### src/rtl/tft_fb_pkg.sv
// rtl/tft_fb_pkg.sv - frame geometry, clear value and FSM state encoding for the frame-buffer arbiter
package tft_fb_pkg;

  typedef enum logic [1:0] {
    S_IDLE  = 2'd0,
    S_WRITE = 2'd1,
    S_CLEAR = 2'd2
  } fb_state_t;

  localparam int FB_W = 480;
  localparam int FB_H = 272;
  localparam int FB_DEPTH = FB_W * FB_H;
  localparam logic [15:0] CLR_VALUE = 16'h0000;

endpackage

### src/rtl/tft_fb_wr_fifo.sv
// rtl/tft_fb_wr_fifo.sv - synchronous {addr, data} FIFO buffering UART pixel writes
module tft_fb_wr_fifo #(
  parameter int WIDTH = 33,
  parameter int DEPTH = 4
) (
  input  logic                     CLK_33M,
  input  logic                     Reset_n,
  input  logic                     push,
  input  logic [WIDTH-1:0]         push_data,
  input  logic                     pop,
  output logic [WIDTH-1:0]         pop_data,
  output logic                     full,
  output logic                     empty,
  output logic [$clog2(DEPTH):0]   count
);

  localparam int AW = $clog2(DEPTH);

  logic [WIDTH-1:0] store [DEPTH];
  logic [AW:0]      wr_ptr;
  logic [AW:0]      rd_ptr;

  // Pointers carry one extra wrap bit so full and empty are distinguishable.
  always_ff @(posedge CLK_33M or negedge Reset_n) begin
    if (!Reset_n) begin
      wr_ptr <= '0;
      rd_ptr <= '0;
    end else begin
      if (push && !full)
        wr_ptr <= wr_ptr + 1'b1;
      if (pop && !empty)
        rd_ptr <= rd_ptr + 1'b1;
    end
  end

  always_ff @(posedge CLK_33M) begin
    if (push && !full)
      store[wr_ptr[AW-1:0]] <= push_data;
  end

  assign count    = wr_ptr - rd_ptr;
  assign empty    = (wr_ptr == rd_ptr);
  assign full     = (count == (AW+1)'(DEPTH));
  assign pop_data = store[rd_ptr[AW-1:0]];

endmodule

### src/rtl/tft_fb_arbiter.sv
// rtl/tft_fb_arbiter.sv - single-port frame-buffer arbiter: display reads, buffered UART writes, clear engine (option TFT_FB_STATS_EN)
module tft_fb_arbiter #(
  parameter int ADDR_W     = 17,
  parameter int DATA_W     = 16,
  parameter int FB_DEPTH   = tft_fb_pkg::FB_DEPTH,
  parameter int FIFO_DEPTH = 4,
  parameter logic [DATA_W-1:0] CLR_VALUE = tft_fb_pkg::CLR_VALUE
) (
  input  logic              CLK_33M,
  input  logic              Reset_n,
  input  logic              frame_start,
  input  logic              rd_pre,
  output logic [DATA_W-1:0] pix_data,
  input  logic              wr_valid,
  output logic              wr_ready,
  input  logic [ADDR_W-1:0] wr_addr,
  input  logic [DATA_W-1:0] wr_data,
  input  logic              clr_req,
  output logic              clr_busy,
  output logic [15:0]       stall_cnt,
  output logic              mem_en,
  output logic              mem_we,
  output logic [ADDR_W-1:0] mem_addr,
  output logic [DATA_W-1:0] mem_wdata,
  input  logic [DATA_W-1:0] mem_rdata
);

  import tft_fb_pkg::*;

  localparam int FW = ADDR_W + DATA_W;
  localparam int CW = $clog2(FIFO_DEPTH) + 1;
  localparam logic [ADDR_W-1:0] LAST_ADDR = ADDR_W'(FB_DEPTH - 1);

  fb_state_t         state;
  logic [ADDR_W-1:0] rd_addr;
  logic [ADDR_W-1:0] clr_addr;
  logic              rd_vld_d1;
  logic              push;
  logic              pop;
  logic              fifo_full;
  logic              fifo_empty;
  logic [CW-1:0]     fifo_count;
  logic [FW-1:0]     head;
  logic [ADDR_W-1:0] head_addr;
  logic [DATA_W-1:0] head_data;
  logic              fifo_busy_next;

  tft_fb_wr_fifo #(
    .WIDTH (FW),
    .DEPTH (FIFO_DEPTH)
  ) u_wr_fifo (
    .CLK_33M   (CLK_33M),
    .Reset_n   (Reset_n),
    .push      (push),
    .push_data ({wr_addr, wr_data}),
    .pop       (pop),
    .pop_data  (head),
    .full      (fifo_full),
    .empty     (fifo_empty),
    .count     (fifo_count)
  );

  assign {head_addr, head_data} = head;
  assign wr_ready = !fifo_full;
  assign push     = wr_valid && !fifo_full;
  // Draining starts straight from idle so a buffered write never waits an extra cycle.
  assign pop      = !rd_pre && !fifo_empty && !clr_req && (state != S_CLEAR);
  assign fifo_busy_next = push || (fifo_count > CW'(pop));
  assign pix_data = rd_vld_d1 ? mem_rdata : '0;

  always_comb begin
    mem_en    = 1'b0;
    mem_we    = 1'b0;
    mem_addr  = '0;
    mem_wdata = '0;
    if (rd_pre) begin
      mem_en   = 1'b1;
      mem_addr = rd_addr;
    end else if (state == S_CLEAR) begin
      mem_en    = 1'b1;
      mem_we    = 1'b1;
      mem_addr  = clr_addr;
      mem_wdata = CLR_VALUE;
    end else if (pop && (head_addr <= LAST_ADDR)) begin
      mem_en    = 1'b1;
      mem_we    = 1'b1;
      mem_addr  = head_addr;
      mem_wdata = head_data;
    end
  end

  always_ff @(posedge CLK_33M or negedge Reset_n) begin
    if (!Reset_n) begin
      rd_addr   <= '0;
      rd_vld_d1 <= 1'b0;
    end else begin
      rd_vld_d1 <= rd_pre;
      if (frame_start)
        rd_addr <= '0;
      else if (rd_pre)
        rd_addr <= (rd_addr == LAST_ADDR) ? '0 : rd_addr + 1'b1;
    end
  end

  // A clear request is taken even in a read cycle; everything else waits for a free slot.
  always_ff @(posedge CLK_33M or negedge Reset_n) begin
    if (!Reset_n) begin
      state    <= S_IDLE;
      clr_addr <= '0;
      clr_busy <= 1'b0;
    end else if (clr_req && (state != S_CLEAR)) begin
      state    <= S_CLEAR;
      clr_addr <= '0;
      clr_busy <= 1'b1;
    end else if (!rd_pre) begin
      case (state)
        S_IDLE, S_WRITE: state <= fifo_busy_next ? S_WRITE : S_IDLE;
        S_CLEAR: begin
          if (clr_addr == LAST_ADDR) begin
            state    <= fifo_busy_next ? S_WRITE : S_IDLE;
            clr_busy <= 1'b0;
          end else begin
            clr_addr <= clr_addr + 1'b1;
          end
        end
        default: state <= S_IDLE;
      endcase
    end
  end

`ifdef TFT_FB_STATS_EN
  logic [15:0] stall_q;

  always_ff @(posedge CLK_33M or negedge Reset_n) begin
    if (!Reset_n)
      stall_q <= '0;
    else if (wr_valid && !wr_ready && (stall_q != 16'hFFFF))
      stall_q <= stall_q + 1'b1;
  end

  assign stall_cnt = stall_q;
`else
  assign stall_cnt = 16'h0000;
`endif

endmodule

### config.mk
export PLATFORM = sky130hd
export DESIGN_NAME = tft_fb_arbiter
export DESIGN_NICKNAME = d
export VERILOG_FILES = /design/src/rtl/tft_fb_pkg.sv /design/src/rtl/tft_fb_wr_fifo.sv /design/src/rtl/tft_fb_arbiter.sv
export SDC_FILE = /design/constraint.sdc
export NUM_CORES = 1
export LEC_CHECK = 0
export BUFFER_PORTS_ARGS = -buffer_cell sky130_fd_sc_hd__buf_2
export CORE_MARGIN = 2
export CORE_UTILIZATION = 57
export CTS_CLUSTER_SIZE = 10
export DETAILED_ROUTE_END_ITERATION = 10
export HOLD_SLACK_MARGIN = 0.03
export PLACE_DENSITY = 0.92
export SLEW_MARGIN = 20
export SYNTH_ARGS = -nofsm -noshare
export SYNTH_HDL_FRONTEND = slang
export SYNTH_HIERARCHICAL = 1
export SYNTH_SLANG_ARGS = --single-unit
### constraint.sdc
create_clock -name CLK_33M -period 5.25 [get_ports CLK_33M]
set_clock_uncertainty 0.2 [all_clocks]
set_input_delay 0.2625 -clock CLK_33M [delete_from_list [all_inputs] [get_ports CLK_33M]]
set_output_delay 0.2625 -clock CLK_33M [all_outputs]
set_load 0.02 [all_outputs]
Word-level counts from Yosys, hierarchy flattened --
Memory sizes are Yosys's and may differ from the RTL's. Cells that the tools add are included.
Word-level totals: bits in registers 44, bits in writable memories 132, input bits 55, output and inout port bits 69, logic and storage cells 75, memories 1
Memory list:
- u_wr_fifo.store | depth 4, width 33, read ports 1, clocked after Yosys merged registers in 0, write ports 1, line tft_fb_wr_fifo.sv:19 | logic [WIDTH-1:0] store [DEPTH];
Operators by class: add/sub/neg operators 5, $lt $le $gt $ge 2, equality and inequality tests 10, mux-type cells 29, reduce and logical (&&, ||, !) cells 21
Operators by type and width (number):
- $mux 17 | 10
- $mux 16 | 4
- $add 17x1->17 const B | 2
- $eq 17x17->1 const B | 2
- $le 17x17->1 const B | 1
- $mux 1 | 11
- $logic_and 1x1->1 | 8
- $add 3x1->3 const B | 2
- $mux 2 | 3
- $reduce_and 3->1 | 2
- $reduce_bool 2->1 | 3
- $logic_not 1->1 | 4
- $ne 2x2->1 const B | 2
- $pmux 2 s2 | 1
- $eq 3x3->1 | 1
- $eq 3x3->1 const B | 1
- $gt 3x1->1 | 1
- $ne 3x1->1 const B | 1
- $sub 3x3->3 | 1
- $eq 2x1->1 const B | 1
- $eq 2x2->1 const B | 1
- $logic_not 2->1 | 1
- $ne 2x1->1 const B | 1
- $reduce_and 2->1 | 1
- other kinds (2) | 2

Depth between registers and ports, before layout --
word-level depth 12, gate-level depth with buffers 13, gate-level depth less buffers 11

By module --
The synthesis kept the hierarchy.
Modules (own cells, without submodules):
- tft_fb_wr_fifo | times used 1, cells an instance 219, area an instance 5222.5 sq um, seq. area each 4113.9 sq um
- tft_fb_arbiter | times used 1, cells an instance 336, area an instance 2815.2 sq um, seq. area each 950.9 sq um

Least setup slack after synthesis --
Ideal clock, no wire load.
path kind reg-to-reg, start reg u_wr_fifo.rd_ptr[1], end mem u_wr_fifo.store[2][0], enable pin, setup time 0.393 ns, arrival 3.310 ns, data required time 4.657 ns, setup slack 1.346 ns, cell stages (with the launch flop) 11, path buffers 2, clock period less this slack 3.904 ns, cells stage by stage dfrtp_1 > clkbuf_1 > buf_1 > inv_1 > fa_1 > xnor3_2 > nor2b_1 > nor2b_1 > inv_1 > a31oi_4 > and2_1
On the way: cells in the longest elaborated chain, start to end 7
Ends and longest elaborated chain:
- from (decl) | line tft_fb_wr_fifo.sv:21 | logic [AW:0] rd_ptr;
- from (signal assigned) | line tft_fb_wr_fifo.sv:32 | rd_ptr <= rd_ptr + 1'b1;
- $sub 3x3->3 | line tft_fb_wr_fifo.sv:41 | assign count = wr_ptr - rd_ptr;
- via fifo_count[2] | line tft_fb_arbiter.sv:42 | logic [CW-1:0] fifo_count;
- $eq 3x3->1 | line tft_fb_wr_fifo.sv:43 | assign full = (count == (AW+1)'(DEPTH));
- via fifo_full | line tft_fb_arbiter.sv:40 | logic fifo_full;
- $logic_not 1->1 | line tft_fb_arbiter.sv:65 | assign push = wr_valid && !fifo_full;
- $logic_and 1x1->1 | line tft_fb_arbiter.sv:65
- via push | line tft_fb_arbiter.sv:38 | logic push;
- $logic_and 1x1->1 | line tft_fb_wr_fifo.sv:37 | if (push && !full)
- $mux 1 | line tft_fb_wr_fifo.sv:37
- $mux 1 (implied by the code) | line tft_fb_wr_fifo.sv:38 | store[wr_ptr[AW-1:0]] <= push_data;
- to (decl) | line tft_fb_wr_fifo.sv:19
The timed path passes the listed nets, and every way through them passes these cells.

Final worst setup path --
start reg u_wr_fifo.rd_ptr[1], end out mem_addr[10]
On the way: cells in the longest elaborated chain, start to end 9, elaborated cells between the ends (all ways) 11, those cells by class order compare: 1; eq/ne: 1; mux: 3; reduce/logical: 5; memory: 1
Ends and longest elaborated chain:
- $eq 3x3->1 | line tft_fb_wr_fifo.sv:42 | assign empty = (wr_ptr == rd_ptr);
- via fifo_empty | line tft_fb_arbiter.sv:41 | logic fifo_empty;
- $logic_not 1->1 | line tft_fb_arbiter.sv:67 | assign pop = !rd_pre && !fifo_empty && !clr_req && (state != S_CLEAR);
- $logic_and 1x1->1 (3 in a row) | line tft_fb_arbiter.sv:67
- via pop | line tft_fb_arbiter.sv:39 | logic pop;
- $logic_and 1x1->1 | line tft_fb_arbiter.sv:84 | end else if (pop && (head_addr <= LAST_ADDR)) begin
- $mux 17 | line tft_fb_arbiter.sv:84
- $mux 17 | line tft_fb_arbiter.sv:79 | end else if (state == S_CLEAR) begin
- $mux 17 | line tft_fb_arbiter.sv:76 | if (rd_pre) begin
- to (decl) | line tft_fb_arbiter.sv:23 | output logic [ADDR_W-1:0] mem_addr,
The timed path passes the listed nets, and every way through them passes these cells.

==> results.py <==
metrics = {
    "status": {
        "outcome": "finished clean",
    },
    "synth": {
        "syn_area_per_cell_sq_um": 14.5,
        "yosysWarnings": 6,
        "synth_edf_count": 132,
        "syn_area_sq_um": 8040,
        "synth_seq_area_share": 0.630,
        "yosysTopAreaCellShare": 0.493,
        "async_reset_ff_frac": 0.250,
        "synth_cells": 555,
        "synthFlopType": "edfxtp_1",
        "yosysUniqueCellTypes": 64,
        "yosys-top-cells-area": "edfxtp_1, dfrtp_1, mux4_2",
        "yosysTopAreaCell": "edfxtp_1",
        "synth-seq-cells": 176,
    },
    "clock_tree": {
        "clk_pin_slew_ns": 0.06,
        "ctsHoldBuffers": 36,
        "cts_setup_buffers": 0,
        "clock_sinks": 176,
        "insertion_delay_ns": 0.44,
        "cts.path.max_buffers": 2,
        "numCtsBuffers": 17,
        "root_buffer": "clkbuf_16",
        "htree_levels": 4,
        "cts_resized": 0,
        "cts_tree": "done",
    },
    "grt": {
        "antenna_found_initial": 1,
        "grt_busiest_layer": "met2",
        "grt_util_met3": 0.0822,
        "grt_pass1_wl_microns": 27400,
        "first_global_vias": 5195,
        "met1_usage": 0.311,
        "grt_max_degree": 45,
        "grt_usage": 0.249,
        "met2_usage": 0.406,
        "grt_overflow": 0,
    },
    "critical_path": {
        "cp_num_buf_inv": 4,
        "crit_family": "buffers and inverters",
        "r2r-start": "u_wr_fifo/rd_ptr[1]$_DFFE_PN0P_",
        "crit_start": "u_wr_fifo/rd_ptr[1]$_DFFE_PN0P_",
        "arrival_ns": 3.74,
        "worstPathCellList": "buf_4, inv_1, ha_1, nand2_1, nor2_1, nor4_1, o21a_1, buf_4, nand2_1, o211ai_1, buf_2",
        "required_ns": 4.79,
        "critPathMaxFanout": 36,
        "end_kind": "primary output",
        "timing.critical_path.slowest_cell_delay_ns": 0.67,
        "cpMaxStageDelayCell": "o21a_1",
        "crit_type": "register to primary output",
        "cp-start-kind": "register",
    },
    "final_layout": {
        "final_util": 0.691,
        "n_fill_cell": 909,
        "drive_above_1_share": 0.270,
        "fin_nets": 760,
        "area_growth_pct": 18.9,
    },
    "timing": {
        "relSlewSlack": 0.342,
        "clock.fmax_ghz": 0.238,
        "setup_viol": 0,
        "final_max_slew_viol_count": 0,
        "worst_pin_slew_ns": 0.984,
        "tns_ns": 0,
        "timing.hold.ws_ns": 0.0625,
        "fin_crit_ns": 4.20,
        "report.final.hold_viol_count": 0,
        "min_period_over_period": 0.800,
        "rsz0062_at_grt": "no",
    },
    "run": {
        "max-cap-violations": 0,
    },
    "die": {
        "die_h_microns": 123,
        "die_w_microns": 123,
        "num_rows": 43,
        "dieArea_sq_um": 15100,
        "ios": 124,
        "core-area_sq_um": 13800,
        "initial_core_util": 0.581,
    },
    "min_path": {
        "holdCritPathClass": "input pin to register",
        "min_from": "rd_pre",
    },
    "power_and_ir_drop": {
        "ir_drop_mv": 0.418,
        "leakage_nw": 3.67,
        "p_per_area_nw_per_um2": 405,
    },
    "drt": {
        "detail_route.wl_per_cell_microns": 20.0,
        "drt_first_iter_violations": 678,
        "drtAntennaViolNets": 0,
        "wirelength_microns": 17700,
        "vias": 5383,
        "remaining_drc_errors": 0,
        "vias_per_cell": 6.06,
        "drt_pass1_iterations": 5,
    },
    "placement": {
        "gp_congestion": 0.901,
        "dp_hpwl_microns": 11300,
        "portBuffers": 107,
    },
}
report_power, final:
group	switching (W)	total [W]	internal (W)	leakage, nW
sequential	0.000114	0.00192	0.00180	1.79
clock	0.000527	0.00114	0.000609	0.253
combinational	0.000494	0.000817	0.000324	1.63
through the flow:
stage / setup WS (ns) / power (W) / instances / cell area (sq um)
3_3_place_gp: 1.53 / 0.00267 / 819 / 8660
6_report: 1.05 / 0.00387 / 888 / 9550
2_1_floorplan: 1.35 / 0.00246 / 570 / 8090
4_1_cts: 1.07 / 0.00388 / 887 / 9550
5_1_grt: 0.879 / 0.00403 / 887 / 9550
3_5_place_dp: 1.39 / 0.00273 / 819 / 8660
cell families after synthesis:
group                    count (synthesis)  synth area share
buffers and inverters                   61            0.0374
XOR/XNOR                                18            0.0215
multiplexers                            36            0.0964
flip-flops                             176             0.630
adder cells (fa/ha/maj)                 11            0.0181
AND/OR/NAND/NOR                        187             0.134
AO/OA/AOI/OAI                           65            0.0621
other                                    1          0.000467
cells in the final DEF (no fill, tap or decap), types with 3 or more instances in the layout:
cell,n
edfxtp_1,132
buf_2,106
nand2_1,45
dfrtp_1,43
dlygate4sd3_1,36
and2_1,34
mux4_2,33
inv_1,18
nand3_1,17
nor2_1,17
clkbuf_16,17
conb_1,16
and3_1,15
xnor2_1,15
a221o_1,12
a21oi_1,11
nand4_1,10
ha_1,10
o21ai_0,9
nor3_1,9
o211ai_1,8
or3_1,7
buf_4,6
nor4_1,5
clkbuf_1,4
clkinv_4,4
nor2b_1,3
nand2b_1,3
o311ai_0,3
or4_1,3
a211oi_1,3
metal layers:
layer	vias up	wire length, microns
met2	312	8800
li1	2380	-
met5	-	13
met1	2644	6900
met3	45	1600
met4	2	426
synth_stat cells (2+ instances only):
library cell and n:
o211ai_1 8, a21boi_0 2, clkbuf_1 17, xor2_1 2, buf_4 16, dfrtp_1 44, nand2b_1 3, a221o_1 12
o311ai_0 3, nand4_1 10, nor2b_1 4, nand4_2 2, mux4_2 33, o21a_1 2, and2_2 2, ha_1 10
buf_2 8, nor4_1 5, nand3b_1 2, nor2_1 17, a21oi_1 11, and2_1 34, inv_1 18, edfxtp_1 132
o21ai_0 9, nand2_1 45, nand3_1 17, mux2i_1 2, a22oi_1 2, and3_1 15, or3_1 7, xnor2_1 15
or4_1 3, and4_1 2, nor3_1 9, a211oi_1 3, o22ai_1 2
final timing paths:
path / depth (start not counted) / slack [ns] / to
max in group asynchronous: 2 / 4.25 / u_wr_fifo/rd_ptr[0]$_DFFE_PN0P_
min in group asynchronous: 2 / 0.17 / rd_addr[16]$_DFFE_PN0P_
worst max register to register: 9 / 1.38 / u_wr_fifo/store[0][20]$_DFFE_PP_
worst min register to register: 1 / 0.35 / clr_addr[2]$_DFFE_PN0P_
worst min-delay path: 1 / 0.06 / rd_vld_d1$_DFF_PN0_
worst max-delay path: 11 / 1.05 / mem_addr[10]
state kept, by name (all words and copies together), names as in the netlist:
signal and cells:
state 2, rd_vld_d1 1, clr_addr 17, clr_busy 1
rd_addr 17, u_wr_fifo/wr_ptr 3, u_wr_fifo/rd_ptr 3, u_wr_fifo/store 132
worst register-to-register path, stage by stage (launching register included):
cell     delay [ns]
dfrtp_1        0.32
buf_4          0.42
inv_1          0.16
fa_1           0.46
xnor3_2        0.29
nor2b_1        0.18
nor2b_1        0.30
inv_1          0.12
a31oi_4        0.24
and2_2         0.77
final cells by class:
type	count	area (sq um)	share of cell area
antenna	1	2.50	0.000262
clock buffer	21	440	0.0461
clock inverter	11	83.8	0.00878
inverter	18	67.6	0.00707
multi-input combinational	333	2730	0.286
sequential	176	5070	0.530
tap	180	225	0.0236
timing repair buffer	148	936	0.0980
(Power assumes the default switching activity.)
